===== src/rtl/cpu_pkg.sv =====
`default_nettype none
// cpu_pkg: opcode/condition encodings, controller state codes and decode helpers
// shared by the CR16-style multicycle control unit.
package cpu_pkg;

  localparam logic [3:0] OP_RTYPE  = 4'b0000;
  localparam logic [3:0] OP_MEM    = 4'b0100;
  localparam logic [3:0] OP_BCOND  = 4'b1100;
  localparam logic [3:0] OP_CMPI   = 4'b1011;

  localparam logic [3:0] EXT_LOAD  = 4'b0000;
  localparam logic [3:0] EXT_STOR  = 4'b0100;
  localparam logic [3:0] EXT_JCOND = 4'b1100;
  localparam logic [3:0] EXT_JAL   = 4'b1000;
  localparam logic [3:0] EXT_CMP   = 4'b1011;

  localparam logic [3:0] CC_EQ = 4'b0000;
  localparam logic [3:0] CC_NE = 4'b0001;
  localparam logic [3:0] CC_CS = 4'b0010;
  localparam logic [3:0] CC_CC = 4'b0011;
  localparam logic [3:0] CC_HI = 4'b0100;
  localparam logic [3:0] CC_LS = 4'b0101;
  localparam logic [3:0] CC_GT = 4'b0110;
  localparam logic [3:0] CC_LE = 4'b0111;
  localparam logic [3:0] CC_FS = 4'b1000;
  localparam logic [3:0] CC_FC = 4'b1001;
  localparam logic [3:0] CC_LO = 4'b1010;
  localparam logic [3:0] CC_HS = 4'b1011;
  localparam logic [3:0] CC_LT = 4'b1100;
  localparam logic [3:0] CC_GE = 4'b1101;
  localparam logic [3:0] CC_UC = 4'b1110;
  localparam logic [3:0] CC_NV = 4'b1111;

  localparam int FLAG_C = 4;
  localparam int FLAG_L = 3;
  localparam int FLAG_F = 2;
  localparam int FLAG_Z = 1;
  localparam int FLAG_N = 0;

  localparam logic [1:0] PC_SEL_INC  = 2'b00;
  localparam logic [1:0] PC_SEL_REG  = 2'b01;
  localparam logic [1:0] PC_SEL_DISP = 2'b10;

  localparam logic [2:0] ST_RESET  = 3'd0;
  localparam logic [2:0] ST_FETCH  = 3'd1;
  localparam logic [2:0] ST_DECODE = 3'd2;
  localparam logic [2:0] ST_EXEC   = 3'd3;
  localparam logic [2:0] ST_MEM_RD = 3'd4;
  localparam logic [2:0] ST_MEM_WR = 3'd5;
  localparam logic [2:0] ST_WB     = 3'd6;
  localparam logic [2:0] ST_FAULT  = 3'd7;

  typedef enum logic [2:0] {
    CLS_ALU,
    CLS_CMP,
    CLS_LOAD,
    CLS_STOR,
    CLS_JCOND,
    CLS_JAL,
    CLS_BCOND,
    CLS_ILLEGAL
  } instr_cls_e;

  function automatic logic [15:0] onehot16(input logic [3:0] idx);
    return 16'h0001 << idx;
  endfunction

  function automatic logic is_imm_op(input logic [3:0] op);
    return !(op == OP_RTYPE || op == OP_MEM || op == OP_BCOND);
  endfunction

  // Only the memory/jump group has reserved ext codes; every other op is an ALU form.
  function automatic instr_cls_e decode_cls(input logic [3:0] op, input logic [3:0] ext);
    if (op == OP_MEM) begin
      case (ext)
        EXT_LOAD:  return CLS_LOAD;
        EXT_STOR:  return CLS_STOR;
        EXT_JCOND: return CLS_JCOND;
        EXT_JAL:   return CLS_JAL;
        default:   return CLS_ILLEGAL;
      endcase
    end else if (op == OP_BCOND) begin
      return CLS_BCOND;
    end else if ((op == OP_RTYPE && ext == EXT_CMP) || op == OP_CMPI) begin
      return CLS_CMP;
    end
    return CLS_ALU;
  endfunction

endpackage
`default_nettype wire


===== src/rtl/cpu_ctrl_fsm_cond_eval.sv =====
`default_nettype none
// cond_eval: combinational branch-condition evaluation from the PSR flags.
module cond_eval
  import cpu_pkg::*;
(
  input  logic [3:0] cond,
  input  logic [4:0] flags,
  output logic       taken
);

  logic c, l, f, z, n;

  assign c = flags[FLAG_C];
  assign l = flags[FLAG_L];
  assign f = flags[FLAG_F];
  assign z = flags[FLAG_Z];
  assign n = flags[FLAG_N];

  always_comb begin
    case (cond)
      CC_EQ:   taken = z;
      CC_NE:   taken = !z;
      CC_CS:   taken = c;
      CC_CC:   taken = !c;
      CC_HI:   taken = l;
      CC_LS:   taken = !l;
      CC_GT:   taken = n;
      CC_LE:   taken = !n;
      CC_FS:   taken = f;
      CC_FC:   taken = !f;
      CC_LO:   taken = !l && !z;
      CC_HS:   taken = l || z;
      CC_LT:   taken = !n && !z;
      CC_GE:   taken = n || z;
      CC_UC:   taken = 1'b1;
      default: taken = 1'b0;
    endcase
  end

endmodule
`default_nettype wire


===== src/rtl/cpu_ctrl_fsm.sv =====
`default_nettype none
// cpu_ctrl_fsm: multicycle control unit with memory wait states, branch evaluation
// and a bus-fault timeout. Every output is registered and reflects the current state.
module cpu_ctrl_fsm
  import cpu_pkg::*;
#(
  parameter int DATA_W       = 16,
  parameter int NUM_REGS     = 16,
  parameter int WAIT_TIMEOUT = 15,
  localparam int REG_SEL_W   = $clog2(NUM_REGS)
) (
  input  logic                 clk,
  input  logic                 reset,
  input  logic [DATA_W-1:0]    instr_in,
  input  logic                 mem_ready,
  input  logic [4:0]           flags,
  output logic [DATA_W-1:0]    ir,
  output logic [REG_SEL_W-1:0] src_a_sel,
  output logic [REG_SEL_W-1:0] src_b_sel,
  output logic [NUM_REGS-1:0]  reg_en,
  output logic                 imm_sel,
  output logic                 wb_sel,
  output logic                 flag_en,
  output logic                 pc_en,
  output logic [1:0]           pc_sel,
  output logic                 addr_sel,
  output logic                 mem_w_en,
  output logic                 link_en,
  output logic                 bus_fault,
  output logic                 illegal
);

  localparam int CNT_W = (WAIT_TIMEOUT > 1) ? $clog2(WAIT_TIMEOUT + 1) : 1;
  localparam logic [CNT_W-1:0] CNT_LAST = CNT_W'(WAIT_TIMEOUT - 1);

  logic [2:0]          r_state;
  logic [CNT_W-1:0]    r_wait_cnt;
  logic                r_taken;
  logic                w_cond_true;
  logic                w_rd_bad;
  logic                w_timeout;
  logic [15:0]         w_oh16;
  logic [NUM_REGS-1:0] w_rd_oh;
  instr_cls_e          w_cls;

  cond_eval u_cond_eval (
    .cond  (ir[11:8]),
    .flags (flags),
    .taken (w_cond_true)
  );

  assign w_oh16  = onehot16(ir[11:8]);
  assign w_rd_oh = w_oh16[NUM_REGS-1:0];

  generate
    if (NUM_REGS < 16) begin : g_rd_range
      assign w_rd_bad = (ir[11:8] >= 4'(NUM_REGS));
    end else begin : g_rd_full
      assign w_rd_bad = 1'b0;
    end
  endgenerate

  // A register-writing instruction aimed past the register file decays to an illegal NOP.
  always_comb begin
    w_cls = decode_cls(ir[15:12], ir[7:4]);
    if (w_rd_bad && (w_cls inside {CLS_ALU, CLS_LOAD, CLS_JAL})) begin
      w_cls = CLS_ILLEGAL;
    end
  end

  assign w_timeout = (WAIT_TIMEOUT != 0) && (r_wait_cnt == CNT_LAST);

  always_ff @(posedge clk) begin
    if (reset) begin
      r_state    <= ST_RESET;
      r_wait_cnt <= '0;
      r_taken    <= 1'b0;
      ir         <= '0;
      src_a_sel  <= '0;
      src_b_sel  <= '0;
      reg_en     <= '0;
      imm_sel    <= 1'b0;
      wb_sel     <= 1'b1;
      flag_en    <= 1'b0;
      pc_en      <= 1'b0;
      pc_sel     <= PC_SEL_INC;
      addr_sel   <= 1'b0;
      mem_w_en   <= 1'b0;
      link_en    <= 1'b0;
      bus_fault  <= 1'b0;
      illegal    <= 1'b0;
    end else begin
      // Outputs are set on entry to the state they belong to; strobes idle otherwise.
      reg_en     <= '0;
      flag_en    <= 1'b0;
      pc_en      <= 1'b0;
      pc_sel     <= PC_SEL_INC;
      addr_sel   <= 1'b0;
      mem_w_en   <= 1'b0;
      link_en    <= 1'b0;
      wb_sel     <= 1'b1;
      illegal    <= 1'b0;
      r_wait_cnt <= '0;

      case (r_state)
        ST_RESET: r_state <= ST_FETCH;

        ST_FETCH: begin
          if (mem_ready) begin
            ir        <= instr_in;
            src_a_sel <= instr_in[8 +: REG_SEL_W];
            src_b_sel <= instr_in[0 +: REG_SEL_W];
            imm_sel   <= is_imm_op(instr_in[15:12]);
            r_state   <= ST_DECODE;
          end else if (w_timeout) begin
            bus_fault <= 1'b1;
            r_state   <= ST_FAULT;
          end else begin
            r_wait_cnt <= r_wait_cnt + 1'b1;
          end
        end

        ST_DECODE: begin
          r_taken <= w_cond_true;
          r_state <= ST_EXEC;
          case (w_cls)
            CLS_ALU: begin
              reg_en  <= w_rd_oh;
              flag_en <= 1'b1;
            end
            CLS_CMP: flag_en <= 1'b1;
            CLS_LOAD: addr_sel <= 1'b1;
            CLS_STOR: begin
              addr_sel <= 1'b1;
              mem_w_en <= 1'b1;
            end
            CLS_JAL: begin
              link_en <= 1'b1;
              reg_en  <= w_rd_oh;
              pc_sel  <= PC_SEL_REG;
              pc_en   <= 1'b1;
            end
            CLS_JCOND: if (w_cond_true) begin
              pc_sel <= PC_SEL_REG;
              pc_en  <= 1'b1;
            end
            CLS_BCOND: if (w_cond_true) begin
              pc_sel <= PC_SEL_DISP;
              pc_en  <= 1'b1;
            end
            default: begin
              illegal <= 1'b1;
              pc_en   <= 1'b1;
              r_state <= ST_WB;
            end
          endcase
        end

        ST_EXEC: begin
          case (w_cls)
            CLS_LOAD: begin
              addr_sel <= 1'b1;
              r_state  <= ST_MEM_RD;
            end
            CLS_STOR: begin
              addr_sel <= 1'b1;
              mem_w_en <= 1'b1;
              r_state  <= ST_MEM_WR;
            end
            CLS_JAL: r_state <= ST_FETCH;
            CLS_JCOND, CLS_BCOND: begin
              if (r_taken) begin
                r_state <= ST_FETCH;
              end else begin
                pc_en   <= 1'b1;
                r_state <= ST_WB;
              end
            end
            default: begin
              pc_en   <= 1'b1;
              r_state <= ST_WB;
            end
          endcase
        end

        ST_MEM_RD: begin
          if (mem_ready) begin
            wb_sel  <= 1'b0;
            reg_en  <= w_rd_oh;
            pc_en   <= 1'b1;
            r_state <= ST_WB;
          end else if (w_timeout) begin
            bus_fault <= 1'b1;
            r_state   <= ST_FAULT;
          end else begin
            addr_sel   <= 1'b1;
            r_wait_cnt <= r_wait_cnt + 1'b1;
          end
        end

        ST_MEM_WR: begin
          if (mem_ready) begin
            pc_en   <= 1'b1;
            r_state <= ST_WB;
          end else if (w_timeout) begin
            bus_fault <= 1'b1;
            r_state   <= ST_FAULT;
          end else begin
            addr_sel   <= 1'b1;
            mem_w_en   <= 1'b1;
            r_wait_cnt <= r_wait_cnt + 1'b1;
          end
        end

        ST_WB: r_state <= ST_FETCH;

        ST_FAULT: r_state <= ST_FAULT;

        default: r_state <= ST_RESET;
      endcase
    end
  end

endmodule
`default_nettype wire


===== config.mk =====
export PLATFORM = sky130hd
export DESIGN_NAME = cpu_ctrl_fsm
export DESIGN_NICKNAME = d
export VERILOG_FILES = /design/src/rtl/cpu_pkg.sv /design/src/rtl/cpu_ctrl_fsm_cond_eval.sv /design/src/rtl/cpu_ctrl_fsm.sv
export SDC_FILE = /design/constraint.sdc
export NUM_CORES = 1
export LEC_CHECK = 0
export BUFFER_PORTS_ARGS = -buffer_cell sky130_fd_sc_hd__buf_4
export CAP_MARGIN = 10
export CELL_PAD_IN_SITES_DETAIL_PLACEMENT = 0
export CELL_PAD_IN_SITES_GLOBAL_PLACEMENT = 1
export CORE_ASPECT_RATIO = 0.6
export CORE_UTILIZATION = 30
export CTS_CLUSTER_DIAMETER = 60
export DETAILED_ROUTE_END_ITERATION = 8
export PLACE_DENSITY_LB_ADDON = 0.1
export SYNTH_ARGS = -nofsm -noshare
export SYNTH_HDL_FRONTEND = slang
export SYNTH_SLANG_ARGS = --single-unit

===== constraint.sdc =====
create_clock -name clk -period 2.2 [get_ports clk]
set_input_delay 0.44 -clock clk [delete_from_list [all_inputs] [get_ports clk]]
set_output_delay 0.44 -clock clk [all_outputs]
set_load 0.02 [all_outputs]

Word-level counts from Yosys, hierarchy flattened
Cells that the tools add are included.

cells by class
  add/sub/neg operators = 1
  equality and inequality tests = 37
  shifts and indexed selects = 1
  mux-type cells = 38
  bitwise gates (word level) = 4
  reductions and logical operators = 36

operators with widths
  kind                  count
  $eq 4x4->1 const B    14
  $mux 16               2
  $pmux 16 s2           1
  $eq 4x3->1 const B    7
  $mux 3                9
  $pmux 3 s4            2
  $eq 3x3->1 const B    7
  $pmux 3 s6            1
  $reduce_or 2->1       9
  $logic_not 4->1       4
  $shl 1x4->16 const A  1
  $mux 1                15
  $pmux 1 s15           1
  $eq 3x2->1 const B    4
  $eq 4x2->1 const B    2
  $pmux 1 s2            4
  $reduce_or 4->1       2
  $reduce_or 7->1       1
  $eq 3x1->1 const B    2
  $logic_not 1->1       6
  $logic_not 3->1       2
  $pmux 2 s3            1
  $reduce_or 3->1       2
  $logic_or 1x1->1      5
  8 further kinds       13

storage, ports and cells
  register bits = 59
  output and inout bits = 51
  word-level logic and storage cells = 134

Longest topological paths before layout
  word-level depth = 11
  gate-level depth with buffers = 7

Hierarchy
From an unflattened synthesis, not the netlist that was laid out.

unflattened totals
  cells, all modules = 269
  area, all modules = 2342.2 sq um

by module, submodules not included
  module        times used  cells each  area an instance (sq um)
  cpu_ctrl_fsm  1           244         2162.1
  cond_eval     1           25          180.2

Worst setup path before layout
No wires, ideal clock.

  path type = input port to flip-flop
  start point = input flags[0]
  end point = register r_taken
  arrival = 1.585 ns
  data required time = 2.112 ns
  path slack = 0.526 ns
  stages on the path = 5
  cells stage by stage = or4b_1 a2bb2oi_1 o21ai_0 and3b_4 a311oi_2

on the way
  longest elaborated chain between the ends = 3
  elaborated cells on any way between the ends = 4

ends and longest elaborated chain
  what                  line                                                        RTL
  start, declared       cpu_ctrl_fsm.sv:16                                          input logic [4:0] flags,
  $logic_not 1->1       cpu_ctrl_fsm_cond_eval.sv:28, cpu_ctrl_fsm_cond_eval.sv:33
  $logic_and 1x1->1     cpu_ctrl_fsm_cond_eval.sv:33                                CC_LT: taken = !n && !z;
  $pmux 1 s15 (*)       cpu_ctrl_fsm_cond_eval.sv:20                                case (cond)
  end signal, assigned  cpu_ctrl_fsm.sv:124                                         r_taken <= w_cond_true;
  end, declared         cpu_ctrl_fsm.sv:38                                          logic r_taken;

Every way passes the cells marked *; elsewhere a longest branch is shown, timed or not.
A chain may end at the register's enable or synchronous reset.

Worst setup path in the final report
  start point = register ir[13]
  end point = register reg_en[2]

on the way
  longest elaborated chain between the ends = 11
  elaborated cells on any way between the ends = 17

ends and longest elaborated chain
  what                                                  line                 RTL
  start, declared                                       cpu_ctrl_fsm.sv:17   output logic [DATA_W-1:0] ir,
  start signal, assigned                                cpu_ctrl_fsm.sv:110  ir <= instr_in;
  $logic_not 4->1                                       cpu_pkg.sv:84        end else if ((op == OP_RTYPE && ext == EXT_CMP) || op == OP_CMPI) begin
  $logic_and 1x1->1                                     cpu_pkg.sv:84
  $logic_or 1x1->1                                      cpu_pkg.sv:84
  $mux 1                                                cpu_pkg.sv:84
  $mux 1                                                cpu_pkg.sv:82        end else if (op == OP_BCOND) begin
  $mux 1                                                cpu_pkg.sv:74        if (op == OP_MEM) begin
  $mux 3 (*)                                            cpu_pkg.sv:87        return CLS_ALU;
  $eq 3x3->1 / $logic_not 3->1 (equally long branches)  cpu_ctrl_fsm.sv:126  case (w_cls)
  $reduce_or 2->1 (no source line) (*)                  n/a
  $mux 16 (*)                                           cpu_ctrl_fsm.sv:126
  $pmux 16 s2 (*)                                       cpu_ctrl_fsm.sv:105  case (r_state)
  end signal, assigned                                  cpu_ctrl_fsm.sv:128  reg_en <= w_rd_oh;
  end signal, assigned                                  cpu_ctrl_fsm.sv:139  reg_en <= w_rd_oh;
  end signal, assigned                                  cpu_ctrl_fsm.sv:189  reg_en <= w_rd_oh;
  end, declared                                         cpu_ctrl_fsm.sv:20   output logic [NUM_REGS-1:0] reg_en,

Marked as above.

==> flow_summary.ini <==
[setup_path]
arrival_ns = 2.07
required_ns = 2.34
r2r-end = reg_en[2]
cp-end-kind = flop
slowest_stage = a21boi_2
cp_cell_sequence = and4b_1 > a311o_1 > o21ai_1 > a21boi_2 > nor3_1
rrSetupSlack_ns = 0.28
start_kind = flop
reg2reg_from = ir[13]
crit_type = reg2reg
r2r_cells = 5
max_stage_delay_ns = 0.68
cp_max_fo = 16

[detailed_routing]
drt_iter0_drc = 91
wl_um = 6163
drc_errors = 0
drt_pre_antenna_iters = 4
ant_nets = 0
num_vias = 2074
wl_per_cell_um = 13.98
vias_per_cell = 4.703

[clocking]
clock_sinks = 51
root_buffer = clkbuf_16
cts.repair.resized = 0
holdBufCountCts = 0
clk_pin_slew_ns = 0.07
clk_path_buf_depth = 2
postCtsSetupBuffers = 0
numCtsBuffers = 5
cts_tree = built
htree_levels = 2
clock_latency_ns = 0.29

[finish]
layout.nets = 365
stdcell_count = 441
antenna_cells = 0
drive_gt1_frac = 0.3264
area_growth_pct = 33.53
final_util = 0.4223
final_area_um2 = 3119
nFillCells = 781

[floorplanning]
start_util = 0.3162
chipHeight_um = 70.35
die_w_um = 115.9
io_pins = 75
core_area_um2 = 7387
placementRows = 24
die-area_um2 = 8155

[yosys]
synth_fp_nets = 295
synth_top_family_by_area = simple AND/OR/NAND/NOR gates
yosysSeqAreaShare = 0.4371
synth_cells = 266
yosysWarnings = 0
yosys.area_share.simple = 0.2753
synth-compound-area-share = 0.1564
muxShareOfSynthArea = 0.004285
synth_seq_cells = 51
syn_area_per_cell_um2 = 8.782
ys.flop_type = dfxtp_1
yosys.area_share.xor_xnor = 0.02250
synthesis.area_um2 = 2336
synth.distinct_cells = 54
synth-adder-area-share = 0.02678
synth_edf_count = 0
async_flop_share = 0

[hold_path]
worstHoldPathType = in2reg
whs_path_depth = 3
holdPathEnd = ir[0]
hold_start = instr_in[0]

[timing]
hold_viol = 0
slew_viol_final = 0
timing.fmax_mhz = 519.6
skew_ns = 0.004067
layout_min_cycle_time_ns = 1.924
whs_ns = 0.3915
fin_crit_sh = 0.8747
setup_ws_ns = 0.2756
finalSetupTns_ns = 0
rsz0062_at_grt = false
setup_viol = 0
worstMarginPinSlew_ns = 0.8853
maxSlewHeadroom = 0.4063

[grt]
grt_overflow = 0
grt_pass1_wl_um = 9694
grt_max_degree = 27
grt.total_usage = 0.1563
antenna_found_initial = 0
grt_pass1_vias = 1862

[placed_design]
io_buffers = 74
hpwl_um = 4679
preCtsSetupSlack_ns = 0.3003
dpl_cell_area_um2 = 2964
gp_congestion = 0.7993
placed_cells = 433

[status]
status = complete, no violations

[pwr]
ir_worst_vdd_v = 0.0003273
cellPowerDensity_nw_per_um2 = 918.9
total_power_mw = 2.866
p_leak_nw = 1.290

[job]
maxCapViolCount = 0
critical path, delay by kind of cell (launching register included):
kind | cells | cell delay [ns]
AO/OA/AOI/OAI | 3 | 0.90
flip-flops | 1 | 0.49
AND/OR/NAND/NOR | 2 | 0.38
per-layer routing:
layer / wire length [µm] / part of all wire / global-route usage
met4: 65 / 0.011 / 0.05128
met1: 3366 / 0.55 / 0.2529
met2: 2107 / 0.34 / 0.1786
met3: 624 / 0.10 / 0.05382
met5: 0 / 0 / 0
state kept, by name (all words and copies together) (netlist names), 2 cells and up:
signal      count
r_state         3
reg_en         16
pc_sel          2
ir             16
r_wait_cnt      4
placed cells by master, fill, tap and decap left out, types with 2 or more instances in the layout:
cell / count
nand2b_1: 3
o32ai_1: 2
or2b_1: 2
dfxtp_1: 51
a221oi_1: 2
xnor2_1: 3
or2_1: 2
xor2_1: 3
clkbuf_16: 5
o21bai_1: 3
or3b_1: 2
nor3_1: 18
o21ai_0: 8
ha_1: 5
nand2_1: 38
a21oi_1: 24
nor3_2: 6
buf_4: 88
nand3_1: 7
nor2_1: 21
inv_1: 5
and3_1: 5
o211ai_1: 2
where the power goes:
part	switching, mW	internal [mW]
clock network	0.347	0.455
registers	0.0888	1.01
logic	0.578	0.386
total	1.01	1.85
cell type report:
class | count | area (µm²) | share of cell area
Clock buffer | 6 | 138.9 | 0.04452
Sequential cell | 51 | 1021 | 0.3273
Clock inverter | 2 | 16.27 | 0.005215
Tap cell | 104 | 130.1 | 0.04172
Multi-Input combinational cell | 185 | 1134 | 0.3634
Inverter | 5 | 18.77 | 0.006017
Timing Repair Buffer | 88 | 660.6 | 0.2118
synthesized netlist by cell type, types with 3 or more instances:
cell type / n / area [µm²]
clkbuf_1: 7 / 26.28
o21ai_0: 8 / 40.04
inv_1: 5 / 18.77
xnor2_1: 3 / 26.28
buf_2: 4 / 20.02
and3_1: 5 / 31.28
nor2_1: 21 / 78.83
nand3_1: 7 / 35.03
a21oi_1: 24 / 120.1
o21bai_1: 3 / 22.52
ha_1: 5 / 62.56
xor2_1: 3 / 26.28
nand2_1: 38 / 142.6
nor3_1: 18 / 90.09
buf_6: 3 / 33.78
nor3_2: 6 / 60.06
buf_4: 11 / 82.58
dfxtp_1: 51 / 1021
nand2b_1: 3 / 18.77
kinds of logic (layout without fill, tap and decap cells):
| logic type | Yosys count | in the layout |
|---|---|---|
| mux | 1 | 1 |
| flops | 51 | 51 |
| xor+xnor | 6 | 6 |
| buf+inv | 30 | 101 |
| fa+ha+maj | 5 | 5 |
| compound gates | 56 | 56 |
| simple gates | 117 | 117 |
how the worst max path moves through the flow:
stage	startpoint	slack [ns]	cells past startpoint	end
2_1_floorplan	flags[0]	0.53	5	r_taken
3_3_place_gp	flags[0]	0.32	6	r_taken
3_5_place_dp	flags[0]	0.30	6	r_taken
4_1_cts	ir[13]	0.29	5	reg_en[2]
5_1_grt	ir[13]	0.10	5	reg_en[2]
6_report	ir[13]	0.28	5	reg_en[2]
(Power assumes the default switching activity.)
